## config.mk

```make
export PLATFORM = sky130hd
export DESIGN_NAME = mux4_rr_sched_flat
export DESIGN_NICKNAME = d
export VERILOG_FILES = /design/src/rtl/mux4_sched_pkg.sv /design/src/rtl/mux4_rr_sched_if.sv /design/src/rtl/mux4.sv /design/src/rtl/rr_pick4.sv /design/src/rtl/mux4_rr_sched.sv /design/src/flat_wrapper.sv
export SDC_FILE = /design/constraint.sdc
export NUM_CORES = 1
export LEC_CHECK = 0
export CORE_ASPECT_RATIO = 0.7
export CORE_MARGIN = 4
export CORE_UTILIZATION = 35
export CTS_CLUSTER_SIZE = 24
export DETAILED_ROUTE_END_ITERATION = 8
export PLACE_DENSITY = 0.77
export SLEW_MARGIN = 20
export SYNTH_ARGS = -nofsm -noshare
export SYNTH_HDL_FRONTEND = slang
export SYNTH_SLANG_ARGS = --single-unit
```

## constraint.sdc

```tcl
create_clock -name clk -period 1.62 [get_ports clk]
set_clock_uncertainty 0.05 [all_clocks]
set_input_delay 0.243 -clock clk [delete_from_list [all_inputs] [get_ports clk]]
set_output_delay 0.243 -clock clk [all_outputs]
set_load 0.005 [all_outputs]
```

## src/rtl/mux4_sched_pkg.sv

```systemverilog
// Shared types and constants for the 4-way round-robin mux scheduler and its picker.
package mux4_sched_pkg;
    localparam int NUM_REQ = 4;
    localparam int SEL_W   = 2;
    localparam int BURST_W = 4;

    typedef enum logic {
        IDLE  = 1'b0,
        GRANT = 1'b1
    } state_e;

    function automatic logic [NUM_REQ-1:0] sel2onehot(input logic [SEL_W-1:0] s);
        return NUM_REQ'(1) << s;
    endfunction
endpackage

```

## src/rtl/mux4_rr_sched_if.sv

```systemverilog
// Requester/sink handshake bundle plus the scheduler's observable grant state.
interface mux4_rr_sched_if
    import mux4_sched_pkg::*;
#(
    parameter int WIDTH = 8
);
    logic [NUM_REQ-1:0]       in_valid;
    logic [NUM_REQ*WIDTH-1:0] in_data;
    logic [NUM_REQ-1:0]       in_ready;
    logic                     out_valid;
    logic [WIDTH-1:0]         out_data;
    logic                     out_ready;
    logic [SEL_W-1:0]         sel;
    logic [NUM_REQ-1:0]       grant;
    logic                     busy;

    modport master (
        output in_valid, in_data, out_ready,
        input  in_ready, out_valid, out_data, sel, grant, busy
    );

    modport slave (
        input  in_valid, in_data, out_ready,
        output in_ready, out_valid, out_data, sel, grant, busy
    );
endinterface

```

## src/rtl/mux4.sv

```systemverilog
// Single-bit 4:1 mux cell, sum-of-products form.
module mux4 (
    input  logic       d0_i,
    input  logic       d1_i,
    input  logic       d2_i,
    input  logic       d3_i,
    input  logic [1:0] s_i,
    output logic       y_o
);
    assign y_o = (d0_i & ~s_i[1] & ~s_i[0]) |
                 (d1_i & ~s_i[1] &  s_i[0]) |
                 (d2_i &  s_i[1] & ~s_i[0]) |
                 (d3_i &  s_i[1] &  s_i[0]);
endmodule

```

## src/rtl/rr_pick4.sv

```systemverilog
// Rotating-priority picker: first eligible index scanning last+1 .. last (mod 4).
module rr_pick4
    import mux4_sched_pkg::*;
(
    input  logic [NUM_REQ-1:0] req_i,
    input  logic [SEL_W-1:0]   last_i,
    input  logic [NUM_REQ-1:0] mask_i,
    output logic               found_o,
    output logic [SEL_W-1:0]   idx_o
);
    logic [NUM_REQ-1:0] eligible;
    logic [SEL_W-1:0]   cand;

    assign eligible = req_i & ~mask_i;

    // Offset NUM_REQ wraps to last itself, so it is tried last.
    always_comb begin
        found_o = 1'b0;
        idx_o   = '0;
        cand    = '0;
        for (int i = 1; i <= NUM_REQ; i++) begin
            cand = last_i + SEL_W'(i);
            if (!found_o && eligible[cand]) begin
                found_o = 1'b1;
                idx_o   = cand;
            end
        end
    end
endmodule

```

## src/rtl/mux4_rr_sched.sv

```systemverilog
// Round-robin burst scheduler sharing one mux4-per-bit datapath among four requesters.
module mux4_rr_sched
    import mux4_sched_pkg::*;
#(
    parameter int WIDTH     = 8,
    parameter int MAX_BURST = 4
) (
    input  logic             clk,
    input  logic             rst_n,
    mux4_rr_sched_if.slave   bus
);
    if (MAX_BURST < 1 || MAX_BURST > 15) begin : g_bad_max_burst
        $error("mux4_rr_sched: MAX_BURST must be within 1..15");
    end

    localparam logic [BURST_W-1:0] BURST_LAST = BURST_W'(MAX_BURST - 1);

    state_e             state_q, state_d;
    logic [SEL_W-1:0]   sel_q, sel_d;
    logic [NUM_REQ-1:0] grant_q, grant_d;
    logic [SEL_W-1:0]   last_q, last_d;
    logic [BURST_W-1:0] burst_q, burst_d;

    logic               src_valid;
    logic               xfer;
    logic               rel_burst;
    logic               rel_idle;
    logic [SEL_W-1:0]   pick_last;
    logic [NUM_REQ-1:0] pick_mask;
    logic               pick_found;
    logic [SEL_W-1:0]   pick_idx;
    logic [WIDTH-1:0]   mux_out;

    assign src_valid = bus.in_valid[sel_q];
    assign xfer      = (state_q == GRANT) && src_valid && bus.out_ready;
    assign rel_burst = xfer && (burst_q == BURST_LAST);
    assign rel_idle  = (state_q == GRANT) && !src_valid;

    // In GRANT the current owner is the rotation origin; an idle owner is masked out.
    assign pick_last = (state_q == GRANT) ? sel_q : last_q;
    assign pick_mask = rel_idle ? sel2onehot(sel_q) : '0;

    rr_pick4 u_pick (
        .req_i   (bus.in_valid),
        .last_i  (pick_last),
        .mask_i  (pick_mask),
        .found_o (pick_found),
        .idx_o   (pick_idx)
    );

    always_ff @(posedge clk) begin
        if (!rst_n) begin
            state_q <= IDLE;
            sel_q   <= '0;
            grant_q <= '0;
            last_q  <= SEL_W'(NUM_REQ - 1);
            burst_q <= '0;
        end else begin
            state_q <= state_d;
            sel_q   <= sel_d;
            grant_q <= grant_d;
            last_q  <= last_d;
            burst_q <= burst_d;
        end
    end

    always_comb begin
        state_d = state_q;
        sel_d   = sel_q;
        grant_d = grant_q;
        last_d  = last_q;
        burst_d = burst_q;
        case (state_q)
            IDLE: begin
                if (pick_found) begin
                    state_d = GRANT;
                    sel_d   = pick_idx;
                    grant_d = sel2onehot(pick_idx);
                    burst_d = '0;
                end
            end
            GRANT: begin
                if (rel_burst || rel_idle) begin
                    last_d  = sel_q;
                    burst_d = '0;
                    if (pick_found) begin
                        sel_d   = pick_idx;
                        grant_d = sel2onehot(pick_idx);
                    end else begin
                        state_d = IDLE;
                        grant_d = '0;
                    end
                end else if (xfer) begin
                    burst_d = burst_q + BURST_W'(1);
                end
            end
            default: state_d = IDLE;
        endcase
    end

    // in_ready depends only on registered state and out_ready, never on in_valid.
    always_comb begin
        bus.in_ready  = '0;
        bus.out_valid = 1'b0;
        if (state_q == GRANT) begin
            bus.out_valid       = src_valid;
            bus.in_ready[sel_q] = bus.out_ready;
        end
    end

    assign bus.sel      = sel_q;
    assign bus.grant    = grant_q;
    assign bus.busy     = (state_q == GRANT);
    assign bus.out_data = mux_out;

    for (genvar b = 0; b < WIDTH; b++) begin : g_lane
        mux4 u_mux4 (
            .d0_i (bus.in_data[0*WIDTH + b]),
            .d1_i (bus.in_data[1*WIDTH + b]),
            .d2_i (bus.in_data[2*WIDTH + b]),
            .d3_i (bus.in_data[3*WIDTH + b]),
            .s_i  (sel_q),
            .y_o  (mux_out[b])
        );
    end
endmodule

```

## src/flat_wrapper.sv

```systemverilog
// flat-port wrapper written by rule: the top's interface ports become plain ports
module mux4_rr_sched_flat import mux4_sched_pkg::*;
#(
    parameter int WIDTH     = 8,
    parameter int MAX_BURST = 4
)
  (clk, rst_n, bus_in_valid, bus_in_data, bus_out_ready, bus_in_ready, bus_out_valid, bus_out_data, bus_sel, bus_grant, bus_busy);
  mux4_rr_sched_if #(.WIDTH(WIDTH)) bus_i ();
  input  logic clk;
  input  logic rst_n;
  input wire logic [$bits(bus_i.in_valid)-1:0] bus_in_valid;
  input wire logic [$bits(bus_i.in_data)-1:0] bus_in_data;
  input wire logic [$bits(bus_i.out_ready)-1:0] bus_out_ready;
  output wire logic [$bits(bus_i.in_ready)-1:0] bus_in_ready;
  output wire logic [$bits(bus_i.out_valid)-1:0] bus_out_valid;
  output wire logic [$bits(bus_i.out_data)-1:0] bus_out_data;
  output wire logic [$bits(bus_i.sel)-1:0] bus_sel;
  output wire logic [$bits(bus_i.grant)-1:0] bus_grant;
  output wire logic [$bits(bus_i.busy)-1:0] bus_busy;
  assign bus_i.in_valid = bus_in_valid;
  assign bus_i.in_data = bus_in_data;
  assign bus_i.out_ready = bus_out_ready;
  assign bus_in_ready = bus_i.in_ready;
  assign bus_out_valid = bus_i.out_valid;
  assign bus_out_data = bus_i.out_data;
  assign bus_sel = bus_i.sel;
  assign bus_grant = bus_i.grant;
  assign bus_busy = bus_i.busy;
  mux4_rr_sched #(.WIDTH(WIDTH), .MAX_BURST(MAX_BURST)) u_core (.clk(clk), .rst_n(rst_n), .bus(bus_i));
endmodule
```

==> flow_summary.toml, run 1 <==
[global_route]
antenna_found_initial = 0
overflow = 0
grt_max_degree = 10
grt-busiest-layer = "met2"
grt_use_met3_pct = 5.78
met1_usage_pct = 28.1
grt_pass1_wl_microns = 6700
grt_pass1_vias = 1333
grt_util_all_layers_pct = 22.8
met2_usage_pct = 38.2

[floorplan]
rows = 16
die_w_microns = 73.8
die_area_sq_um = 3990
initial_utilization_pct = 37.3
dieHeight_microns = 54.1
io_pins = 59
coreArea_sq_um = 2840

[cts]
cts_buffers = 3
cts_root_buf = "clkbuf_8"
clockBufferDepth = 2
cts_tree = "done"
cts-hold-fix-buffers = 0
clkSlewWorstSetupHoldPaths_ns = 0.06
clock_sinks = 13
cts_max_level = 1
insertion_delay_ns = 0.25

[critical_path]
cp.required_ns = 1.75
cp.arrival_ns = 1.94
path_max_fanout = 4
cp_num_buf_inv = 0
path_cells = "ha_4 > nor4bb_4 > nand2_2 > and2_4 > or3_4 > o22ai_2"
critPathTopFamily = "simple AND/OR/NAND/NOR gates"
crit_path_top_delay_cell = "dfxtp_2"
end_kind = "register"
path_class = "register to register"
start_kind = "register"
max_stage_delay_ns = 0.36

[detailed_routing]
dr.pass1.iters = 4
finalWirelength_microns = 4900
drcViolationCount = 0
routedWlPerCell_microns = 20.5
vias_per_cell = 5.62
vias = 1343
ant_nets = 0
drtIter0Drc = 78

[timing]
final_hold_viol_count = 0
setup_ws_ns = -0.195
fmaxAchievable_ghz = 0.551
min_period_ns = 1.81
worst_pin_slew_ns = 0.400
hold_slack_ns = 0.423
slew_violations = 0
fin_crit_sh_pct = 112
slew_headroom_pct = 73.1
rsz0062_at_grt = "yes"
setup_violations = 21

[yosys]
synthFlopType = "dfxtp_1"
yosys_warnings = 0
synth_top_area_cell = "dfxtp_1"
synth_top_area_share_pct = 24.5
syn-num-nets = 156
synth_area_sq_um = 1060
ys_seq_area_share_pct = 24.5
syn_inst = 116
synth_seq_cells = 13
avgSynthCellArea_sq_um = 9.15
netlist_top_cells_area = "dfxtp_1 25%, mux4_2 17%, buf_4 5.7%, mux2i_1 4.7%, nand2_1 4.6%"
synth_edf_count = 0
async_flop_share_pct = 0
synthDistinctLibCells = 44

[power_and_ir_drop]
peakVddDrop_v = 0.000609
power_density_nw_per_um2 = 689
p_leak_nw = 0.895

[placed_design]
dp_hpwl_microns = 2830
portBuffers = 58
place_worst_setup_slack_ns = -0.486
placed_cells = 221
gp_congestion = 0.787

[cells_and_area]
final_common_cell = "clkdlybuf4s50_1"
areaGrowthSynthToFinish_pct = 101
post-route-util_pct = 75.0
nets = 244
final_cell_count_no_fill = 239
drive_above_1_share_pct = 50.2
final_cell_mix = "37 x clkdlybuf4s50_1, 28 x buf_4, 10 x buf_2"
diodes = 0

[outcome]
outcome = "finished with violations"
violations = "negative setup slack"

[hold_path]
worst_hold_path_type = "register to register"

[flow_run]
maxCapViolCount = 0
==> through the flow <==
| step | power (mW) | TNS (ns) | area (sq um) |
|---|---|---|---|
| CTS | 1.40 | -1.25 | 2040 |
| finish | 1.47 | -2.05 | 2130 |
| global route | 1.53 | -2.79 | 2130 |
| global placement | 0.980 | -7.67 | 1800 |
| floorplan | 0.706 | -0.104 | 1080 |
| detailed placement | 0.994 | -8.60 | 1800 |
==> repair_timing <==
item,CTS,global route
pin swaps,11,8
hold endpoints to repair,0,0
buffers inserted,11,3
resized for setup,85,29
setup endpoints to repair,27,28
==> routing by layer <==
layer / share of wire [%] / up-vias
li1: - / 595
met3: 7.4 / 18
met2: 47 / 67
met5: 0 / -
met4: 3.0 / 0
met1: 42 / 663
==> worst reg2reg max path, stage by stage (launching register included) <==
cell and delay [ns]:
dfxtp_2 0.36, ha_4 0.15, nor4bb_4 0.35, nand2_2 0.14, and2_4 0.21, or3_4 0.34
o22ai_2 0.14
==> registers in the layout, indices dropped and copies added (netlist names) <==
register and cells:
u_core.bus.grant 4, u_core.last_q 2, u_core.burst_q 4, u_core.bus.sel 2, u_core.bus.busy 1
==> Yosys cell counts, types with 2 or more instances <==
master    number
a31oi_1        2
inv_1          6
mux2i_1        5
xnor2_1        2
mux4_2         8
o32ai_1        2
o21ai_0        5
clkbuf_1       2
nor3_1         2
nand2_1       13
a21oi_1        3
nor3b_1        2
buf_2          2
dfxtp_1       13
buf_4          8
nand2b_1       2
nand3_1        2
nor2b_1        4
nor2_1         8
==> final timing paths <==
check | from | end | slack (ns) | depth (start not counted)
max | u_core.burst_q[0] | u_core.bus.grant[2] | -0.19 | 6
min | u_core.bus.grant[0] | u_core.bus.grant[0] | 0.42 | 2
max reg2reg | u_core.burst_q[0] | u_core.bus.grant[2] | -0.19 | 6
min reg2reg | u_core.bus.grant[0] | u_core.bus.grant[0] | 0.42 | 2
==> final cells by class <==
class | count | area (sq um)
timing repair buffer | 97 | 877
multi-input combinational | 83 | 867
fill | 174 | 712
sequential | 13 | 274
clock buffer | 4 | 45.0
tap | 36 | 45.0
inverter | 6 | 22.5
==> logic make-up after synthesis <==
group / after synthesis / synth area share, %
XOR/XNOR: 3 / 2.48
flip-flops: 13 / 24.5
buffers and inverters: 20 / 10.8
AO/OA/AOI/OAI: 24 / 17.7
adder cells (fa/ha/maj): 1 / 1.18
AND/OR/NAND/NOR: 40 / 19.1
multiplexers: 15 / 24.2
==> where the power goes <==
part	leakage (nW)	switching, mW	internal (mW)
sequential	0.109	0.0326	0.352
clock	0.0228	0.124	0.174
combinational	0.763	0.321	0.464
Note: power is estimated with default switching activity, not from simulation.
==> inputs of run 2 (changes only) <==
--- a/config.mk
+++ b/config.mk
@@ -10,7 +10,7 @@
 export CORE_UTILIZATION = 35
 export CTS_CLUSTER_SIZE = 24
 export DETAILED_ROUTE_END_ITERATION = 8
-export PLACE_DENSITY = 0.77
+export PLACE_DENSITY = 0.76
 export SLEW_MARGIN = 20
 export SYNTH_ARGS = -nofsm -noshare
 export SYNTH_HDL_FRONTEND = slang
==> flow_summary.toml, run 2 (same netlist as run 1, synthesis figures left out) <==
[floorplan]
die_area_sq_um = 3990
coreArea_sq_um = 2840
io_pins = 59
die_w_microns = 73.8
dieHeight_microns = 54.1
initial_utilization_pct = 37.3
rows = 16

[critical_path]
cp.arrival_ns = 1.94
path_max_fanout = 5
end_kind = "register"
rrSetupSlack_ns = -0.19
start_kind = "register"
path_class = "register to register"
cp.required_ns = 1.75

[global_route]
grt_max_degree = 11
grt_pass1_wl_microns = 6210
grt_pass1_vias = 1258
grt_util_all_layers_pct = 21.3
overflow = 0
antenna_found_initial = 0

[cts]
cts_max_level = 1
cts_root_buf = "clkbuf_8"
clkSlewWorstSetupHoldPaths_ns = 0.06
clockBufferDepth = 2
clock_sinks = 13
insertion_delay_ns = 0.25
cts_buffers = 3
cts_tree = "done"

[cells_and_area]
nets = 244
final_cell_mix = "39 x clkdlybuf4s50_1, 32 x buf_4, 11 x nand2_1"
design_area_sq_um = 2050
drive_above_1_share_pct = 45.3
diodes = 0
final_common_cell = "clkdlybuf4s50_1"
areaGrowthSynthToFinish_pct = 93.6
final_cell_count_no_fill = 239

[power_and_ir_drop]
p_leak_nw = 0.865
power_density_nw_per_um2 = 700
power_mw = 1.44
peakVddDrop_v = 0.000610

[outcome]
violations = "negative setup slack"
outcome = "finished with violations"

[placed_design]
dp_hpwl_microns = 3160
placed_area_sq_um = 1830
placed_cells = 224
gp_congestion = 0.829
portBuffers = 58
place_worst_setup_slack_ns = -0.462

[timing]
setup_violations = 21
slew_headroom_pct = 75.9
fin_crit_sh_pct = 111
final_hold_viol_count = 0
slew_violations = 0
setup_ws_ns = -0.186
min_period_ns = 1.81
rsz0062_at_grt = "yes"
fmaxAchievable_ghz = 0.554
setup-tns-final_ns = -2.23
worst_pin_slew_ns = 0.358

[detailed_routing]
ant_nets = 0
vias_per_cell = 5.44
vias = 1299
routedWlPerCell_microns = 19.4
drtIter0Drc = 73
finalWirelength_microns = 4640
dr.pass1.iters = 4
drcViolationCount = 0

[hold_path]
worst_hold_path_type = "register to register"

[flow_run]
maxCapViolCount = 0
-- run 2: cell count changes in the layout (fill, tap and decap cells not counted), sizes merged --
cell           previous run  this run
buf                      49        42
clkbuf                    7        12
clkdlybuf4s50            37        39
dlymetal6s2s              4         2
clkinv                    0         1
dlygate4sd2               3         4
-- run 2: final timing paths --
check	from	end	cells after the start
hold reg to reg	u_core.bus.grant[3]	u_core.bus.grant[3]	2
hold / removal	u_core.bus.grant[3]	u_core.bus.grant[3]	2
setup reg to reg	u_core.bus.sel[0]	u_core.bus.grant[2]	6
setup / recovery	u_core.bus.sel[0]	u_core.bus.grant[2]	6
-- run 2: area by class of cell --
| type | instances | area, sq um |
|---|---|---|
| Timing Repair Buffer | 97 | 863 |
| Multi-Input combinational cell | 83 | 806 |
| Fill cell | 199 | 788 |
| Sequential cell | 13 | 272 |
| Tap cell | 36 | 45.0 |
| Clock buffer | 3 | 41.3 |
| Inverter | 6 | 22.5 |
| Clock inverter | 1 | 5.00 |
-- run 2: worst max-delay path: stages, from the launching register on --
cell	delay (ns)
dfxtp_4	0.40
buf_12	0.13
mux2_4	0.33
o2bb2ai_4	0.17
and2_4	0.18
or3_4	0.33
o22ai_2	0.15
-- run 2: repair_timing --
action	in CTS	in global routing
hold endpoints to repair	0	0
resized for setup	56	27
hold buffers	0	0
pin swaps	1	12
setup endpoints to repair	27	25
buffers inserted	6	5
cloned	0	1
-- run 2: power breakdown --
part	switching (mW)	internal [mW]	total (mW)
Combinational	0.306	0.451	0.757
Clock	0.130	0.170	0.300
Sequential	0.0308	0.351	0.382
Total	0.466	0.973	1.44
-- run 2: metrics by stage --
stage,hold slack (ns),utilization [%]
4_1_cts,0.440,69.8
3_5_place_dp,0.425,64.2
2_1_floorplan,0.369,-
3_3_place_gp,0.405,64.2
6_report,0.434,72.3
5_1_grt,0.468,72.3
-- run 2: metal layers --
metal / track usage (%) / share of wire (%) / wire length, microns
met5: 0 / 0 / 0
met4: 8.43 / 3.0 / 140
met3: 2.61 / 5.8 / 267
met2: 37.8 / 51 / 2360
met1: 26.3 / 40 / 1870
